[src/rtl/cirno_pkg.sv]
// Shared types and defaults for the cirno core front end.
package cirno_pkg;

  localparam int PC_WIDTH   = 8;
  localparam int INST_WIDTH = 9;
  localparam int RESET_PC   = 0;

  typedef enum logic [2:0] {
    IDLE = 3'd0,
    REQ  = 3'd1,
    WAIT = 3'd2,
    DEC  = 3'd3,
    EXEC = 3'd4,
    HALT = 3'd5
  } fetch_state_e;

endpackage

[src/rtl/pc_next_calc.sv]
// Next-PC selection for a retiring instruction: halt, absolute branch,
// PC-relative branch or sequential advance, in that priority.
module pc_next_calc #(
  parameter int PC_WIDTH = cirno_pkg::PC_WIDTH
) (
  input  logic [PC_WIDTH-1:0] pc,
  input  logic                branch,
  input  logic                branchi,
  input  logic                done,
  input  logic [5:0]          immediate,
  input  logic [PC_WIDTH-1:0] reg_target,
  output logic [PC_WIDTH-1:0] pc_next,
  output logic                halt
);

  function automatic logic signed [PC_WIDTH-1:0] sext_imm(input logic signed [5:0] imm);
    return {{(PC_WIDTH-6){imm[5]}}, imm};
  endfunction

  logic signed [PC_WIDTH-1:0] imm_ext;

  always_comb begin
    imm_ext = sext_imm(immediate);
    halt    = done;
    // Additions are modulo 2^PC_WIDTH by construction of the result width.
    if (done) begin
      pc_next = pc;
    end else if (branch) begin
      pc_next = reg_target;
    end else if (branchi) begin
      pc_next = pc + $unsigned(imm_ext);
    end else begin
      pc_next = pc + PC_WIDTH'(1);
    end
  end

endmodule

[src/rtl/fetch_unit.sv]
// Non-pipelined instruction fetch/sequencer for the cirno core: fetches one
// word, strobes the decoder, waits for execute, then picks the next PC.
module fetch_unit
  import cirno_pkg::*;
#(
  parameter int PC_WIDTH   = cirno_pkg::PC_WIDTH,
  parameter int INST_WIDTH = cirno_pkg::INST_WIDTH,
  parameter int RESET_PC   = cirno_pkg::RESET_PC,
  parameter int CNT_WIDTH  = 16
) (
  input  logic                  clk,
  input  logic                  reset,
  input  logic                  start,
  output logic                  imem_req,
  output logic [PC_WIDTH-1:0]   imem_addr,
  input  logic                  imem_valid,
  input  logic [INST_WIDTH-1:0] imem_rdata,
  output logic [INST_WIDTH-1:0] inst,
  output logic                  decoder_en,
  input  logic                  exec_done,
  input  logic                  branch,
  input  logic                  branchi,
  input  logic [5:0]            immediate,
  input  logic                  done,
  input  logic [PC_WIDTH-1:0]   reg_target,
  output logic [PC_WIDTH-1:0]   pc,
  output logic                  busy,
  output logic                  halted,
  output logic [CNT_WIDTH-1:0]  retired
);

  function automatic logic [CNT_WIDTH-1:0] sat_inc(input logic [CNT_WIDTH-1:0] val);
    return (&val) ? val : val + CNT_WIDTH'(1);
  endfunction

  fetch_state_e          state_q, state_d;
  logic [PC_WIDTH-1:0]   pc_q, pc_d;
  logic [INST_WIDTH-1:0] inst_q, inst_d;
  logic [CNT_WIDTH-1:0]  retired_q, retired_d;

  logic [PC_WIDTH-1:0]   pc_next;
  logic                  halt_next;

  pc_next_calc #(
    .PC_WIDTH(PC_WIDTH)
  ) u_pc_next_calc (
    .pc         (pc_q),
    .branch     (branch),
    .branchi    (branchi),
    .done       (done),
    .immediate  (immediate),
    .reg_target (reg_target),
    .pc_next    (pc_next),
    .halt       (halt_next)
  );

  always_comb begin
    state_d   = state_q;
    pc_d      = pc_q;
    inst_d    = inst_q;
    retired_d = retired_q;
    case (state_q)
      IDLE, HALT: begin
        if (start) begin
          state_d   = REQ;
          pc_d      = PC_WIDTH'(RESET_PC);
          retired_d = '0;
        end
      end
      REQ:  state_d = WAIT;
      WAIT: begin
        if (imem_valid) begin
          inst_d  = imem_rdata;
          state_d = DEC;
        end
      end
      DEC:  state_d = EXEC;
      EXEC: begin
        // Decoder outputs are only trusted on the exec_done cycle.
        if (exec_done) begin
          retired_d = sat_inc(retired_q);
          pc_d      = pc_next;
          state_d   = halt_next ? HALT : REQ;
        end
      end
      default: state_d = IDLE;
    endcase
  end

  always_ff @(posedge clk) begin
    if (reset) begin
      state_q   <= IDLE;
      pc_q      <= PC_WIDTH'(RESET_PC);
      inst_q    <= '0;
      retired_q <= '0;
    end else begin
      state_q   <= state_d;
      pc_q      <= pc_d;
      inst_q    <= inst_d;
      retired_q <= retired_d;
    end
  end

  assign imem_req   = (state_q == REQ);
  assign imem_addr  = pc_q;
  assign pc         = pc_q;
  assign inst       = inst_q;
  assign decoder_en = (state_q == DEC);
  assign halted     = (state_q == HALT);
  assign busy       = (state_q != IDLE) && (state_q != HALT);
  assign retired    = retired_q;

endmodule

[config.mk]
export PLATFORM = sky130hd
export DESIGN_NAME = fetch_unit
export DESIGN_NICKNAME = d
export VERILOG_FILES = /design/src/rtl/cirno_pkg.sv /design/src/rtl/pc_next_calc.sv /design/src/rtl/fetch_unit.sv
export SDC_FILE = /design/constraint.sdc
export NUM_CORES = 1
export LEC_CHECK = 0
export ABC_AREA = 1
export BUFFER_PORTS_ARGS = -buffer_cell sky130_fd_sc_hd__buf_4
export CAP_MARGIN = 20
export CORE_MARGIN = 5
export CORE_UTILIZATION = 35
export CTS_CLUSTER_SIZE = 28
export DETAILED_ROUTE_END_ITERATION = 16
export PLACE_DENSITY = 0.62
export SLEW_MARGIN = 20
export SYNTH_ARGS = -nofsm -noshare
export SYNTH_HDL_FRONTEND = slang
export SYNTH_SLANG_ARGS = --single-unit
[constraint.sdc]
create_clock -name clk -period 2 [get_ports clk]
set_clock_uncertainty 0.05 [all_clocks]
set_input_delay 0.2 -clock clk [delete_from_list [all_inputs] [get_ports clk]]
set_output_delay 0.2 -clock clk [all_outputs]
set_load 0.03 [all_outputs]
==> impl_metrics.toml <==
[run_status]
status = "finished, final reports clean"

[worst_setup_path]
r2r_setup_slack_ns = 0.18
r2r-start = "imem_addr[0]"
r2r_end = "imem_addr[6]"
path_class = "reg -> reg"
start_kind = "flip-flop"
critPathArrivalTime_ns = 1.94
crit_path_max_fanout = 4
r2r_cells = 11
end_kind = "flip-flop"
critPathRequiredTime_ns = 2.12

[power_and_ir_drop]
seqPwrFrac_pct = 28.7
power_frac_comb_pct = 49.9
ir_worst_vdd_v = 0.0008146
p_clk_share_pct = 21.4
p_per_area_nw_per_um2 = 987.9
switching_share_pct = 43.91
netSwitchingPower_uw = 1334
internal-power_uw = 1704
cellLeakagePower_uw = 0.001379

[layout]
fin_nets = 467
drive_gt1_share_pct = 26.05
fillers = 669
most-common-layout-cells = "90 x nand2_1, 87 x buf_4, 41 x inv_1, 40 x a21oi_1, 35 x dfxtp_1"
multi_input_area_sq_um = 1301
area_growth_pct = 34.24
seq_area_sq_um = 721.9
final_util_pct = 48.43
layout_commonest_cell = "nand2_1"
antenna-diode-count = 0

[die]
die_area_sq_um = 8264
initial_utilization_pct = 36.08
core_area_sq_um = 6350
die_h_um = 90.91
die_w_um = 90.91
num_rows = 29
top_level_ports = 76

[clock_network]
clockBufferDepth = 2
cts_tree = "built"
cts_made_buffers = 5
path_clk_slew_ns = 0.08
clock-sinks = 36
clock-root-buffer = "clkbuf_8"
insertion_delay_ns = 0.29
htree_levels = 2

[drt]
drtIter0Drc = 92
via_count = 2345
drt.antenna.violating_nets = 0
routed_via_density = 4.625
drc = 0
routed_wl_mm = 6.167
detail_route.wl_per_cell_um = 12.16
first_pass_iters = 4

[yosys]
syn_inst = 351
yosys_warnings = 0
synthDistinctLibCells = 28
syn-num-nets = 389
synth_seq_cells = 36
synth-seq-area-share_pct = 31.46
synth_area_sq_um = 2291
synth.avg_cell_area_sq_um = 6.527

[timing]
final.min_clock_period_ns = 1.819
tns_ns = 0
tightest_slew_ns = 0.5576
slew_viol_final = 0
max-slew-margin-rel_pct = 62.72
max_freq_mhz = 549.8
fin_crit_sh_pct = 90.95
hold_viol_final = 0
rsz0062_at_grt = "no"
setup_viol = 0

[hold_path]
hold_class = "in -> reg"
hold_start = "imem_rdata[8]"
holdPathStages = 3
worstHoldEndpoint = "inst[8]"

[flow_run]
cap_violations = 0

[global_routing]
antenna_found_initial = 0
grt_max_degree = 26
grt_first_pass_wirelength_mm = 10.38
grt_pass1_vias = 2213
grt-ovfl-total = 0
grt.total_usage_pct = 14.65

[place]
place_hpwl_mm = 4.576
routabilityCongestion = 0.8150
port_buffers = 75
[sequential cells by signal, summed over array words and instances (netlist names)]
name	count
imem_addr	8
retired	16
inst	9
state_q	3
[final cells by class]
type                       instances  share of cell area, %
clock inverter                     3                  1.383
multi-input combinational        253                  42.31
inverter                          45                  5.574
tap                               77                  3.133
timing repair buffer              88                  21.89
clock buffer                       5                  2.238
sequential                        36                  23.47
[worst max-delay path, stage by stage, from the launching register on]
cell	delay (ns)
dfxtp_2	0.36
ha_1	0.18
inv_1	0.06
fa_1	0.40
o21ai_1	0.21
nand2_1	0.08
nand2_1	0.08
nand2_1	0.05
nand2_1	0.05
nand3_1	0.06
nand2_1	0.07
a21oi_1	0.05
[metal layers]
metal / routed length, um / vias to the layer above / GRT usage, %
met5: 0 / - / 0
met4: 38 / 0 / 3.667
met3: 263 / 4 / 3.167
met2: 3022 / 53 / 25.18
met1: 2842 / 1024 / 18.61
li1: - / 1264 / -
[cell families after synthesis]
logic type / after synthesis / synth area share, %
compound gates: 63 / 14.04
xor+xnor: 16 / 6.117
fa+ha+maj: 7 / 4.151
buf+inv: 63 / 12.45
flops: 36 / 31.46
simple gates: 166 / 31.79
[worst max-delay path by stage]
stage                     slack (ns)         start            to
after floorplan                 0.01    retired[0]    retired[2]
after global placement          0.13       branchi  imem_addr[6]
after detailed placement        0.06       branchi  imem_addr[6]
after CTS                       0.08  imem_addr[0]  imem_addr[6]
after global routing            0.02    retired[0]    retired[0]
final                           0.18  imem_addr[0]  imem_addr[6]
[power by group through the flow]
stage / Combinational, uW / Sequential [uW] / Clock (uW)
after floorplan: 863 / 980 / 0
after global placement: 1340 / 887 / 0
after detailed placement: 1340 / 890 / 0
after CTS: 1340 / 872 / 670
after global routing: 1670 / 885 / 698
final: 1520 / 872 / 651
[cell usage after synthesis (all sizes together)]
master | n | area (sq um)
nand4 | 5 | 31.28
inv | 45 | 171.4
o21ai | 22 | 113.9
nand3 | 27 | 135.1
xor2 | 9 | 78.83
buf | 13 | 95.08
dfxtp | 36 | 720.7
xnor2 | 7 | 61.31
a21oi | 40 | 200.2
nor3 | 2 | 10.01
o21bai | 1 | 7.510
ha | 6 | 75.07
nand2 | 92 | 360.3
or2 | 1 | 8.760
fa | 1 | 20.02
clkbuf | 5 | 18.77
nor2 | 39 | 182.7
[repair_timing]
item                       4_1_cts  5_1_grt
hold buffers                     0        0
setup endpoints to repair        0       12
resized for setup                0        3
setup buffers                    0        2
[stage by stage]
stage	instances	total power [uW]	hold slack (ns)	setup WS [ns]	cell area [sq um]
2_1_floorplan	351	1843	0.3433	0.01154	2292
3_3_place_gp	496	2223	0.3833	0.1270	2920
3_5_place_dp	496	2226	0.3868	0.06048	2920
4_1_cts	504	2886	0.1330	0.08106	3032
5_1_grt	507	3249	0.1462	0.02021	3075
6_report	507	3038	0.1392	0.1810	3075
Note: power is estimated with default switching activity, not from simulation.
